$ cat config.mk
export PLATFORM = sky130hd
export DESIGN_NAME = stream_master_gen_flat
export DESIGN_NICKNAME = d
export VERILOG_FILES = /design/src/rtl/stream_master_gen_if.sv /design/src/rtl/stream_master_gen.sv /design/src/flat_wrapper.sv
export SDC_FILE = /design/constraint.sdc
export NUM_CORES = 1
export LEC_CHECK = 0
export ABC_AREA = 0
export CORE_UTILIZATION = 55
export DETAILED_ROUTE_END_ITERATION = 16
export MAX_ROUTING_LAYER = met4
export PLACE_DENSITY = 0.78
export SETUP_SLACK_MARGIN = 0.5
export SYNTH_ARGS = -nofsm -noshare
export SYNTH_HDL_FRONTEND = slang
export SYNTH_SLANG_ARGS = --single-unit
export TNS_END_PERCENT = 10
$ cat constraint.sdc
create_clock -name clk -period 5 [get_ports clk]
set_clock_uncertainty 0.2 [all_clocks]
set_input_delay 0.75 -clock clk [delete_from_list [all_inputs] [get_ports clk]]
set_output_delay 0.75 -clock clk [all_outputs]
set_load 0.01 [all_outputs]
$ cat src/rtl/stream_master_gen_if.sv
// Valid/ready stream bundle carrying a payload word and an end-of-burst marker.
interface stream_master_gen_if #(
    parameter int unsigned DATA_W = 32
);
    logic [DATA_W-1:0] data;
    logic              valid;
    logic              last;
    logic              ready;

    modport master (output data, output valid, output last, input ready);
    modport slave  (input data, input valid, input last, output ready);
endinterface

$ cat src/rtl/stream_master_gen.sv
// Stream traffic generator: emits an incrementing payload as continuous, burst+gap
// or single-burst traffic on a valid/ready bus, with fully registered outputs.
module stream_master_gen #(
    parameter int unsigned DATA_W    = 32,
    parameter int unsigned BURST_LEN = 8,
    parameter int unsigned GAP_LEN   = 4,
    parameter int unsigned START_VAL = 1
) (
    input  logic                       clk,
    input  logic                       rst_n,
    input  logic                       en,
    input  logic [1:0]                 mode,
    input  logic                       restart,
    stream_master_gen_if.master        bus,
    output logic                       done,
    output logic [31:0]                beat_cnt
);

    typedef enum logic [1:0] {StIdle, StSend, StGap, StDone} state_e;

    localparam logic [DATA_W-1:0] StartVal = DATA_W'(START_VAL);
    localparam logic [15:0]       LastIdx  = 16'(BURST_LEN - 1);
    localparam logic [15:0]       GapLast  = 16'(GAP_LEN - 1);

    state_e            state_q, state_d;
    logic [1:0]        mode_q, mode_d;
    logic [DATA_W-1:0] payload_q, payload_d;
    logic [DATA_W-1:0] data_q, data_d;
    logic              valid_q, valid_d;
    logic              last_q, last_d;
    logic              done_q, done_d;
    logic [31:0]       beat_cnt_q, beat_cnt_d;
    logic [15:0]       burst_q, burst_d;
    logic [15:0]       gap_q, gap_d;
    logic              rst_pend_q, rst_pend_d;

    logic              xfer;
    logic              restart_now;
    logic [DATA_W-1:0] next_val;
    logic [15:0]       next_burst;
    logic [DATA_W-1:0] idle_val;

    assign xfer        = valid_q & bus.ready;
    // A restart seen while a beat is held is deferred to that beat's transfer edge.
    assign restart_now = rst_pend_q | restart;
    assign next_val    = restart_now ? StartVal : data_q + DATA_W'(1);
    assign next_burst  = (restart_now || last_q) ? 16'd0 : burst_q + 16'd1;
    assign idle_val    = restart ? StartVal : payload_q;

    always_comb begin
        state_d    = state_q;
        mode_d     = mode_q;
        payload_d  = payload_q;
        data_d     = data_q;
        valid_d    = valid_q;
        last_d     = last_q;
        done_d     = done_q;
        beat_cnt_d = beat_cnt_q;
        burst_d    = burst_q;
        gap_d      = gap_q;
        rst_pend_d = rst_pend_q;

        case (state_q)
            StIdle: begin
                if (restart) begin
                    payload_d = StartVal;
                    burst_d   = 16'd0;
                end
                if (en && mode != 2'd3) begin
                    state_d = StSend;
                    mode_d  = mode;
                    data_d  = idle_val;
                    valid_d = 1'b1;
                    last_d  = (LastIdx == 16'd0);
                end
            end
            StSend: begin
                if (restart) begin
                    rst_pend_d = 1'b1;
                end
                if (xfer) begin
                    beat_cnt_d = beat_cnt_q + 32'd1;
                    payload_d  = next_val;
                    burst_d    = next_burst;
                    rst_pend_d = 1'b0;
                    valid_d    = 1'b0;
                    last_d     = 1'b0;
                    if (!en) begin
                        state_d = StIdle;
                        burst_d = 16'd0;
                    end else if (last_q && mode_q == 2'd2) begin
                        state_d = StDone;
                        done_d  = 1'b1;
                        burst_d = 16'd0;
                    end else if (last_q && mode_q == 2'd1 && GAP_LEN != 0) begin
                        state_d = StGap;
                        gap_d   = 16'd0;
                    end else begin
                        data_d  = next_val;
                        valid_d = 1'b1;
                        last_d  = (next_burst == LastIdx);
                    end
                end
            end
            StGap: begin
                if (restart) begin
                    payload_d = StartVal;
                    burst_d   = 16'd0;
                end
                if (!en) begin
                    state_d = StIdle;
                    gap_d   = 16'd0;
                end else if (gap_q == GapLast) begin
                    gap_d = 16'd0;
                    // Mode is re-sampled here; a request to hold idle parks in IDLE.
                    if (mode == 2'd3) begin
                        state_d = StIdle;
                    end else begin
                        state_d = StSend;
                        mode_d  = mode;
                        data_d  = idle_val;
                        valid_d = 1'b1;
                        last_d  = (LastIdx == 16'd0);
                    end
                end else begin
                    gap_d = gap_q + 16'd1;
                end
            end
            StDone: begin
                if (restart) begin
                    payload_d = StartVal;
                    burst_d   = 16'd0;
                end
                if (!en) begin
                    state_d = StIdle;
                    done_d  = 1'b0;
                end
            end
            default: begin
                state_d = StIdle;
                valid_d = 1'b0;
                last_d  = 1'b0;
                done_d  = 1'b0;
            end
        endcase
    end

    always_ff @(posedge clk or negedge rst_n) begin
        if (!rst_n) begin
            state_q    <= StIdle;
            mode_q     <= 2'd0;
            payload_q  <= StartVal;
            data_q     <= '0;
            valid_q    <= 1'b0;
            last_q     <= 1'b0;
            done_q     <= 1'b0;
            beat_cnt_q <= 32'd0;
            burst_q    <= 16'd0;
            gap_q      <= 16'd0;
            rst_pend_q <= 1'b0;
        end else begin
            state_q    <= state_d;
            mode_q     <= mode_d;
            payload_q  <= payload_d;
            data_q     <= data_d;
            valid_q    <= valid_d;
            last_q     <= last_d;
            done_q     <= done_d;
            beat_cnt_q <= beat_cnt_d;
            burst_q    <= burst_d;
            gap_q      <= gap_d;
            rst_pend_q <= rst_pend_d;
        end
    end

    assign bus.data  = data_q;
    assign bus.valid = valid_q;
    assign bus.last  = last_q;
    assign done      = done_q;
    assign beat_cnt  = beat_cnt_q;

endmodule

$ cat src/flat_wrapper.sv
// flat-port wrapper written by rule: the top's interface ports become plain ports
module stream_master_gen_flat 
#(
    parameter int unsigned DATA_W    = 32,
    parameter int unsigned BURST_LEN = 8,
    parameter int unsigned GAP_LEN   = 4,
    parameter int unsigned START_VAL = 1
)
  (clk, rst_n, en, mode, restart, done, beat_cnt, bus_data, bus_valid, bus_last, bus_ready);
  stream_master_gen_if #(.DATA_W(DATA_W)) bus_i ();
  input  logic clk;
  input  logic rst_n;
  input  logic en;
  input  logic [1:0] mode;
  input  logic restart;
  output logic done;
  output logic [31:0] beat_cnt;
  output wire logic [$bits(bus_i.data)-1:0] bus_data;
  output wire logic [$bits(bus_i.valid)-1:0] bus_valid;
  output wire logic [$bits(bus_i.last)-1:0] bus_last;
  input wire logic [$bits(bus_i.ready)-1:0] bus_ready;
  assign bus_data = bus_i.data;
  assign bus_valid = bus_i.valid;
  assign bus_last = bus_i.last;
  assign bus_i.ready = bus_ready;
  stream_master_gen #(.DATA_W(DATA_W), .BURST_LEN(BURST_LEN), .GAP_LEN(GAP_LEN), .START_VAL(START_VAL)) u_core (.clk(clk), .rst_n(rst_n), .en(en), .mode(mode), .restart(restart), .bus(bus_i), .done(done), .beat_cnt(beat_cnt));
endmodule
==> metrics <==
status completed; Synth Area in Simple Gates 0.235; post-synthesis sequential area ratio 0.474; vias in the first global route 5964; WL per Instance 16.3 um; RSZ-0062 raised after global routing no; num rows 41; Max stage delay cell, worst path nand2_1; critical path peak fanout 32; remaining antenna violation count 0; gpl congestion 0.863; clock buffer depth 2; min Tclk post-route 3.15 ns; Crit. End Element flop; post-synthesis cell count 789; Synth cell types 69; layout cells sized above 1 0.0664; achievable frequency 318 MHz; worst hold path type in -> async; EDFF count, synth 0; Final setup viols 0; critical path, cell by cell nor2b_1 -> nand2_1 -> o21ai_2 -> buf_4 -> nor2b_1 -> a41oi_1; Reg clk slew, reported paths 0.05 ns; Die W 116 um; Die Ht 116 um; core area 12700 sq um; placed cells 999; number of synthesis warnings 0; worst-margin pin slew 1.14 ns; synthesis-to-layout area growth 18.7%; Design Power 3.14 mW; syn_nets 800; Most used DFF post-synth dfrtp_1; worst skew pair latency 0.42 ns; Final Hold Fails 0; main area contributors after synthesis dfrtp_1 (47%), xnor2_1 (6.1%), nand2_1 (5.5%), o21ai_0 (4.7%), nor2_1 (3.3%); crit share post-route 0.630; hold-fix buffers at CTS 0; Sink Count 136; Synth Register Bits 136; IO buf count 73; CTS Root Cell clkbuf_16; Synth area leader dfrtp_1; CTS tree yes; grt total ovfl 0; multiplexer area fraction after synthesis 0.00436; post-synthesis cell area 7180 sq um; Tot GR Track Use 0.271; Via density 6.00; area fraction in compound gates after synthesis 0.159; nets@finish 857; Peak VDD IR 212 uV; fin. max-slew vios 0; Synth Area in Adders 0.00697; crit start category flop; Synth Area in XOR/XNOR 0.0854; main combinational cell family by area after synthesis simple AND/OR/NAND/NOR gates; crit-path most repeated cell nor2b_1; H-tree depth 4; delay of the slowest cell on the worst path 0.59 ns; post-CTS setup buffers 0; Layout Utilization 0.672; vias 6176; largest net degree at the start of global routing 68; DR pass1 iterations 5; top-area cell type share of the netlist area 0.471; # resized after CTS 0; fin cells 1030; first-pass GRT wire length 27900 um; Largest delay share family, worst path simple AND/OR/NAND/NOR gates; static leakage 3.37 nW; pwr dens 368 nW/um^2; WP buf/inv 1; routed wire length 16800 um; worst setup path class reg -> reg; slew margin rel. 0.241; WP data arrival 3.27 ns; asr flop ratio synth 1.00; syn_area_per_cell 9.10 sq um; initial antenna violation count 0; worst path required time 5.12 ns; Initial DRC Count 388; DP HPWL 11300 um; drt drc 0; DIE AREA 13500 sq um; number of diodes 0; Inserted Clock Buffers 17; IO Count 74; starting density of the core 0.567; max_cap viols 0; total negative slack 0 ns
==> cell type report <==
type | instances | area [sq um]
fillers | 1013 | 4150
multi-input cells | 594 | 3540
flip-flops and latches | 136 | 3400
repair buffers | 79 | 773
clock buffers | 28 | 507
well taps | 172 | 215
inverters | 18 | 67.6
clock inverters | 3 | 15.0
==> Yosys cell counts, drive strengths merged (2+ instances only) <==
cell       n
and4      11
xor2      20
a31oi      6
a22o       9
nor3      21
nand2    106
inv       18
nand2b     4
xnor2     50
and3       9
o41ai      2
nor2b      7
a22oi      6
or4        5
nor2      66
mux2i      2
or2        2
ha         4
nand3     33
o21ai     91
o211ai     3
a21oi     33
buf       12
nand4     23
or3        6
clkbuf    29
o22ai      6
dfrtp    135
and2       9
a32oi      5
o2bb2ai    4
o31ai     14
nor4      20
==> power by group <==
group          internal (mW)  total, mW  leakage [nW]  switching (mW)
Combinational          0.247      0.698          1.25           0.451
Clock                  0.681       1.11         0.258           0.432
Sequential              1.19       1.33          1.86           0.136
==> stage by stage <==
step	instance area, sq um	hold slack [ns]	setup slack, ns
final	8520	0.242	1.85
after global routing	8520	0.302	1.61
after CTS	8520	0.276	1.90
after detailed placement	8000	0.271	1.58
after floorplan	7180	0.249	2.37
after global placement	8000	0.261	1.68
==> path summary, 6_finish.rpt <==
kind,end,cells past startpoint,start,slack [ns]
max,u_core.payload_q[0],6,u_core.state_q[0],1.85
min in group clk,u_core.beat_cnt[31],1,u_core.beat_cnt[31],0.28
max reg2reg,u_core.payload_q[0],6,u_core.state_q[0],1.85
min,u_core.beat_cnt[9],1,rst_n,0.24
min reg2reg,u_core.beat_cnt[31],1,u_core.beat_cnt[31],0.28
max in group asynchronous,u_core.bus.data[21],2,rst_n,3.33
==> flip-flops by register name, indices dropped and copies added (netlist names) <==
register / cells
u_core.gap_q: 16
u_core.bus.last: 1
u_core.mode_q: 2
u_core.bus.valid: 1
u_core.done: 1
u_core.payload_q: 32
u_core.beat_cnt: 32
u_core.bus.data: 32
u_core.rst_pend_q: 1
u_core.state_q: 2
u_core.burst_q: 16
==> logic make-up after synthesis <==
family	Yosys count
buf+inv	59
simple gates	328
fa+ha+maj	4
xor+xnor	70
flops	136
mux	3
compound gates	189
==> layout by cell type (no fill, tap or decap), drive strengths merged, types with 7 or more instances in the layout <==
master / count
and2: 9
nand3: 33
xor2: 20
buf: 7
a22o: 9
nor2: 66
and4: 11
inv: 18
clkdlybuf4s50: 72
nor4: 20
nor3: 21
nor2b: 7
nand4: 23
and3: 9
dfrtp: 135
clkbuf: 28
xnor2: 50
a21oi: 33
nand2: 106
o21ai: 91
o31ai: 14
==> per-layer routing <==
layer  up-vias  track usage  part of all wire
met5         -            -                 0
met4         0        0.109             0.017
met3        31       0.0576             0.049
met2       178        0.423              0.49
met1      3023        0.344              0.44
li1       2944            -                 -
No activity file was read; power rests on OpenSTA's default activity.
